==> src/rtl/mem_arbiter.sv <==
// Shares one synchronous single-port SRAM between debug/loader (D), CPU data (L)
// and CPU fetch (F) ports: fixed priority D > L > F with a starvation promotion for F.
module mem_arbiter #(
  parameter int unsigned ADDR_WIDTH   = 16,
  parameter int unsigned DATA_WIDTH   = 16,
  parameter int unsigned STARVE_LIMIT = 3
) (
  input  logic                  CLK,
  input  logic                  RST,
  input  logic                  d_req,
  input  logic                  d_we,
  input  logic [ADDR_WIDTH-1:0] d_addr,
  input  logic [DATA_WIDTH-1:0] d_wdata,
  output logic                  d_gnt,
  output logic                  d_rvalid,
  output logic [DATA_WIDTH-1:0] d_rdata,
  input  logic                  d_hold,
  input  logic                  l_req,
  input  logic                  l_we,
  input  logic [ADDR_WIDTH-1:0] l_addr,
  input  logic [DATA_WIDTH-1:0] l_wdata,
  output logic                  l_gnt,
  output logic                  l_rvalid,
  output logic [DATA_WIDTH-1:0] l_rdata,
  input  logic                  f_req,
  input  logic [ADDR_WIDTH-1:0] f_addr,
  output logic                  f_gnt,
  output logic                  f_rvalid,
  output logic [DATA_WIDTH-1:0] f_rdata,
  output logic                  mem_en,
  output logic                  mem_we,
  output logic [ADDR_WIDTH-1:0] mem_addr,
  output logic [DATA_WIDTH-1:0] mem_wdata,
  input  logic [DATA_WIDTH-1:0] mem_rdata
);

  localparam int unsigned CNT_WIDTH = 4;
  localparam int unsigned NUM_PORTS = 3;
  localparam logic [CNT_WIDTH-1:0] STARVE_MAX = CNT_WIDTH'(STARVE_LIMIT);

  localparam logic [0:0] IDLE  = 1'b0;
  localparam logic [0:0] RDRET = 1'b1;

  logic [0:0]           state, state_nxt;
  logic [NUM_PORTS-1:0] rsel, rsel_nxt;
  logic [CNT_WIDTH-1:0] starve_cnt, starve_nxt;
  logic                 f_starved;

  // State register: read-return tracking and fetch starvation count
  always_ff @(posedge CLK) begin
    if (RST) begin
      state      <= IDLE;
      rsel       <= '0;
      starve_cnt <= '0;
    end else begin
      state      <= state_nxt;
      rsel       <= rsel_nxt;
      starve_cnt <= starve_nxt;
    end
  end

  // Grant selection; reset and d_hold gate the CPU ports
  always_comb begin
    d_gnt     = 1'b0;
    l_gnt     = 1'b0;
    f_gnt     = 1'b0;
    f_starved = f_req && (starve_cnt == STARVE_MAX);
    if (!RST) begin
      if (d_req) begin
        d_gnt = 1'b1;
      end else if (!d_hold) begin
        if (f_starved)  f_gnt = 1'b1;
        else if (l_req) l_gnt = 1'b1;
        else if (f_req) f_gnt = 1'b1;
      end
    end
  end

  // Winner drives the SRAM; idle bus is all zeros
  always_comb begin
    mem_en    = 1'b0;
    mem_we    = 1'b0;
    mem_addr  = '0;
    mem_wdata = '0;
    if (d_gnt) begin
      mem_en    = 1'b1;
      mem_we    = d_we;
      mem_addr  = d_addr;
      mem_wdata = d_wdata;
    end else if (l_gnt) begin
      mem_en    = 1'b1;
      mem_we    = l_we;
      mem_addr  = l_addr;
      mem_wdata = l_wdata;
    end else if (f_gnt) begin
      mem_en    = 1'b1;
      mem_addr  = f_addr;
    end
  end

  // Next state: rsel records the read grantee; starvation counter update
  always_comb begin
    state_nxt  = IDLE;
    rsel_nxt   = {f_gnt, l_gnt && !l_we, d_gnt && !d_we};
    starve_nxt = starve_cnt;
    if (|rsel_nxt) state_nxt = RDRET;
    if (f_gnt || !f_req) begin
      starve_nxt = '0;
    end else if (l_gnt && (starve_cnt < STARVE_MAX)) begin
      starve_nxt = starve_cnt + CNT_WIDTH'(1);
    end
  end

  // Read return; masked during reset so a read granted just before reset is dropped
  always_comb begin
    d_rvalid = (state == RDRET) && rsel[0] && !RST;
    l_rvalid = (state == RDRET) && rsel[1] && !RST;
    f_rvalid = (state == RDRET) && rsel[2] && !RST;
    d_rdata  = mem_rdata;
    l_rdata  = mem_rdata;
    f_rdata  = mem_rdata;
  end

endmodule

==> config.mk <==
export PLATFORM = sky130hd
export DESIGN_NAME = mem_arbiter
export DESIGN_NICKNAME = d
export VERILOG_FILES = /design/src/rtl/mem_arbiter.sv
export SDC_FILE = /design/constraint.sdc
export NUM_CORES = 1
export LEC_CHECK = 0
export CAP_MARGIN = 20
export CORE_MARGIN = 2
export CORE_UTILIZATION = 21
export DETAILED_ROUTE_END_ITERATION = 10
export PLACE_DENSITY_LB_ADDON = 0.08
export SLEW_MARGIN = 40
export SYNTH_ARGS = -nofsm -noshare
export SYNTH_HDL_FRONTEND = slang
export SYNTH_SLANG_ARGS = --single-unit
==> constraint.sdc <==
create_clock -name CLK -period 2.1 [get_ports CLK]
set_input_delay 0.315 -clock CLK [delete_from_list [all_inputs] [get_ports CLK]]
set_output_delay 0.315 -clock CLK [all_outputs]
set_load 0.05 [all_outputs]
==> results.sh <==
export IMPL_outcome="complete, but fails checks"
export IMPL_violations="setup timing"
export IMPL_synthesis_area_sq_um=1230
export IMPL_n_antenna_cell=0
export IMPL_remaining_drc_errors=0
export IMPL_yosysMostFrequentCell="buf_4"
export IMPL_ys_flop_type="dfxtp_1"
export IMPL_first_pass_iters=4
export IMPL_tightest_slew_ns=0.537
export IMPL_grt_overflow_total=0
export IMPL_cap_violations=0
export IMPL_critPathMaxFanout=10
export IMPL_cts_sinks=8
export IMPL_cts_hold_buffers=0
export IMPL_finalSetupViolCount=26
export IMPL_final_area_sq_um=3080
export IMPL_worst_slack_ns=-0.211
export IMPL_grt_busiest_layer="met2"
export IMPL_drive_above_1_share_pct=48.8
export IMPL_hpwl_um=4500
export IMPL_area_growth_pct=151
export IMPL_grt_pass1_wl_um=8210
export IMPL_ctsRootBufferMaster="clkbuf_8"
export IMPL_cp_start_kind="register"
export IMPL_utilization_pct=55.3
export IMPL_grtUsageMet2_pct=33.3
export IMPL_netlist_top_cells_count="buf_4 (48), a22o_1 (17), and2_1 (17), a221o_2 (16), dfxtp_1 (8)"
export IMPL_cp_end_kind="output pin"
export IMPL_wl_um=5460
export IMPL_postSynthAreaPerCell_sq_um=8.66
export IMPL_grt_usage_pct=16.5
export IMPL_num_io_pins=192
export IMPL_yosysTopAreaCellShare_pct=29.3
export IMPL_drt_initial_drc_count=30
export IMPL_hold_depth=3
export IMPL_synth_largest_area_cell="buf_4"
export IMPL_relSlewSlack_pct=64.0
export IMPL_hold_path_class="in2reg"
export IMPL_syn_inst=142
export IMPL_htree_levels=1
export IMPL_synth_nets=247
export IMPL_synth_area_leaders="buf_4 (29%), a221o_2 (15%), dfxtp_1 (13%)"
export IMPL_finalCriticalPeriod_ns=2.31
export IMPL_fp_row_count=27
export IMPL_finalPower_uw=981
export IMPL_worstSkewPairLatency_ns=0.23
export IMPL_cts_buffers=3
export IMPL_powerDensity_nw_per_um2=318
export IMPL_async_flop_share_pct=0
export IMPL_clock_skew_ns=0.00312
export IMPL_reg2reg_depth=9
export IMPL_dr_total_vias=1421
export IMPL_grt_max_degree=18
export IMPL_slew_viol_final=0
export IMPL_synth_edf_count=0
export IMPL_crit_required_ns=1.78
export IMPL_chipWidth_um=80.5
export IMPL_ys_seq_elements=8
export IMPL_clk_pin_slew_worst_paths_ns=0.04
export IMPL_fp_dieArea_sq_um=6490
export IMPL_start_util_pct=22.1
export IMPL_fmax_mhz=433
export IMPL_critical_path_startpoint="starve_cnt[0]"
export IMPL_clockBufferDepth=2
export IMPL_crit_arrival_ns=2.00
export IMPL_finalHoldViolCount=0
export IMPL_antenna_found_initial=0
export IMPL_ant_nets=0
export IMPL_place_area_sq_um=2820
export IMPL_min_to="rsel[2]"
export IMPL_wl_per_cell_um=17.3
export IMPL_cts_tree="built"
export IMPL_routabilityCongestion=0.776
export IMPL_timing_final_crit_share_pct=110
export IMPL_total_leakage_power_uw=0.00127
export IMPL_synth_cell_type_count=26
export IMPL_yosys_warnings=0
export IMPL_ir_worst_vdd_uv=199
export IMPL_ys_seq_area_share_pct=13.0
export IMPL_grt_use_met3_pct=3.48
export IMPL_core_area_sq_um=5570
export IMPL_grt_pass1_vias=1618
export IMPL_use_met1_pct=16.6
export IMPL_fin_nets=351
export IMPL_fp_dieH_um=80.5
export IMPL_finalSetupTns_ns=-3.99
export IMPL_worstSetupPathType="reg2out"
export IMPL_timing_rr_end="state"
export IMPL_min_from="d_req"
export IMPL_rsz0062_at_grt="true"
export IMPL_r2r_start="starve_cnt[0]"
export IMPL_portBuffers=127
export IMPL_r2r_setup_slack_ns=0.35
export IMPL_viasPerCell=4.50
==> layout by cell type, fill, tap and decap left out, drive strengths merged, types with 2 or more instances in the layout <==
cell type / Yosys / final
a2111oi: 2 / 2
a211oi: 3 / 3
a221o: 16 / 16
a22o: 17 / 17
and2: 20 / 20
buf: 54 / 72
clkbuf: 2 / 3
clkdlybuf4s50: 0 / 82
dfxtp: 8 / 8
inv: 2 / 2
nor2b: 3 / 3
nor3b: 2 / 2
o21ai: 2 / 2
or3: 4 / 4
==> sequential cells by signal (all words and copies together), names as in the netlist <==
| register | cells |
|---|---|
| rsel | 3 |
| starve_cnt | 4 |
| state | 1 |
==> power breakdown <==
part | internal (uW) | switching (uW) | total (uW)
Sequential | 156 | 0.774 | 156
Clock | 124 | 60.4 | 185
Combinational | 374 | 265 | 640
==> critical path, stage by stage, from the launching register on <==
cell and delay (ns):
dfxtp_2 0.35, ha_4 0.13, or3b_4 0.40, a2111oi_4 0.37, buf_6 0.19, a221o_2 0.18
buf_12 0.14
==> logic make-up (layout without fill, tap and decap cells) <==
kind of cell / Yosys count / after routing / synth area share [%]
AOI/OAI and AO/OA: 42 / 42 / 34.9
adders and majority gates: 1 / 1 / 1.02
buffers and inverters: 58 / 160 / 33.4
DFF: 8 / 8 / 13.0
and+or+nand+nor: 33 / 33 / 17.7
==> routing by layer <==
| layer | up-vias | part of all wire, % |
|---|---|---|
| met5 | - | 0 |
| met4 | 0 | 1.9 |
| met3 | 15 | 5.3 |
| met2 | 54 | 61 |
| met1 | 664 | 32 |
| li1 | 688 | - |
==> stage by stage <==
stage,instances,setup slack (ns),hold slack (ns)
after floorplan,142,-0.175,0.398
after global placement,301,-0.294,0.487
after detailed placement,301,-0.317,0.497
after CTS,313,-0.258,0.422
after global routing,316,-0.292,0.446
final,316,-0.211,0.424
==> layout make-up <==
type | count | area, sq um
clock buffers | 3 | 41.3
repair buffers | 155 | 1950
multi-input cells | 76 | 827
inverters | 2 | 7.51
flip-flops and latches | 8 | 163
well taps | 72 | 90.1
fillers | 513 | 2490
==> worst max-delay path by stage <==
stage,endpoint,cells past startpoint
4_1_cts,mem_addr[9],6
2_1_floorplan,mem_addr[10],5
3_3_place_gp,mem_addr[9],6
3_5_place_dp,mem_addr[9],6
6_report,mem_addr[0],6
5_1_grt,mem_addr[0],6
==> repair_timing <==
action                                  4_1_cts  5_1_grt
buffers inserted                              6        6
cloned                                        3        0
pin swaps                                     8        3
gates resized for setup                      39        3
endpoints found under the setup margin       36       36
No activity file was read; power rests on OpenSTA's default activity.
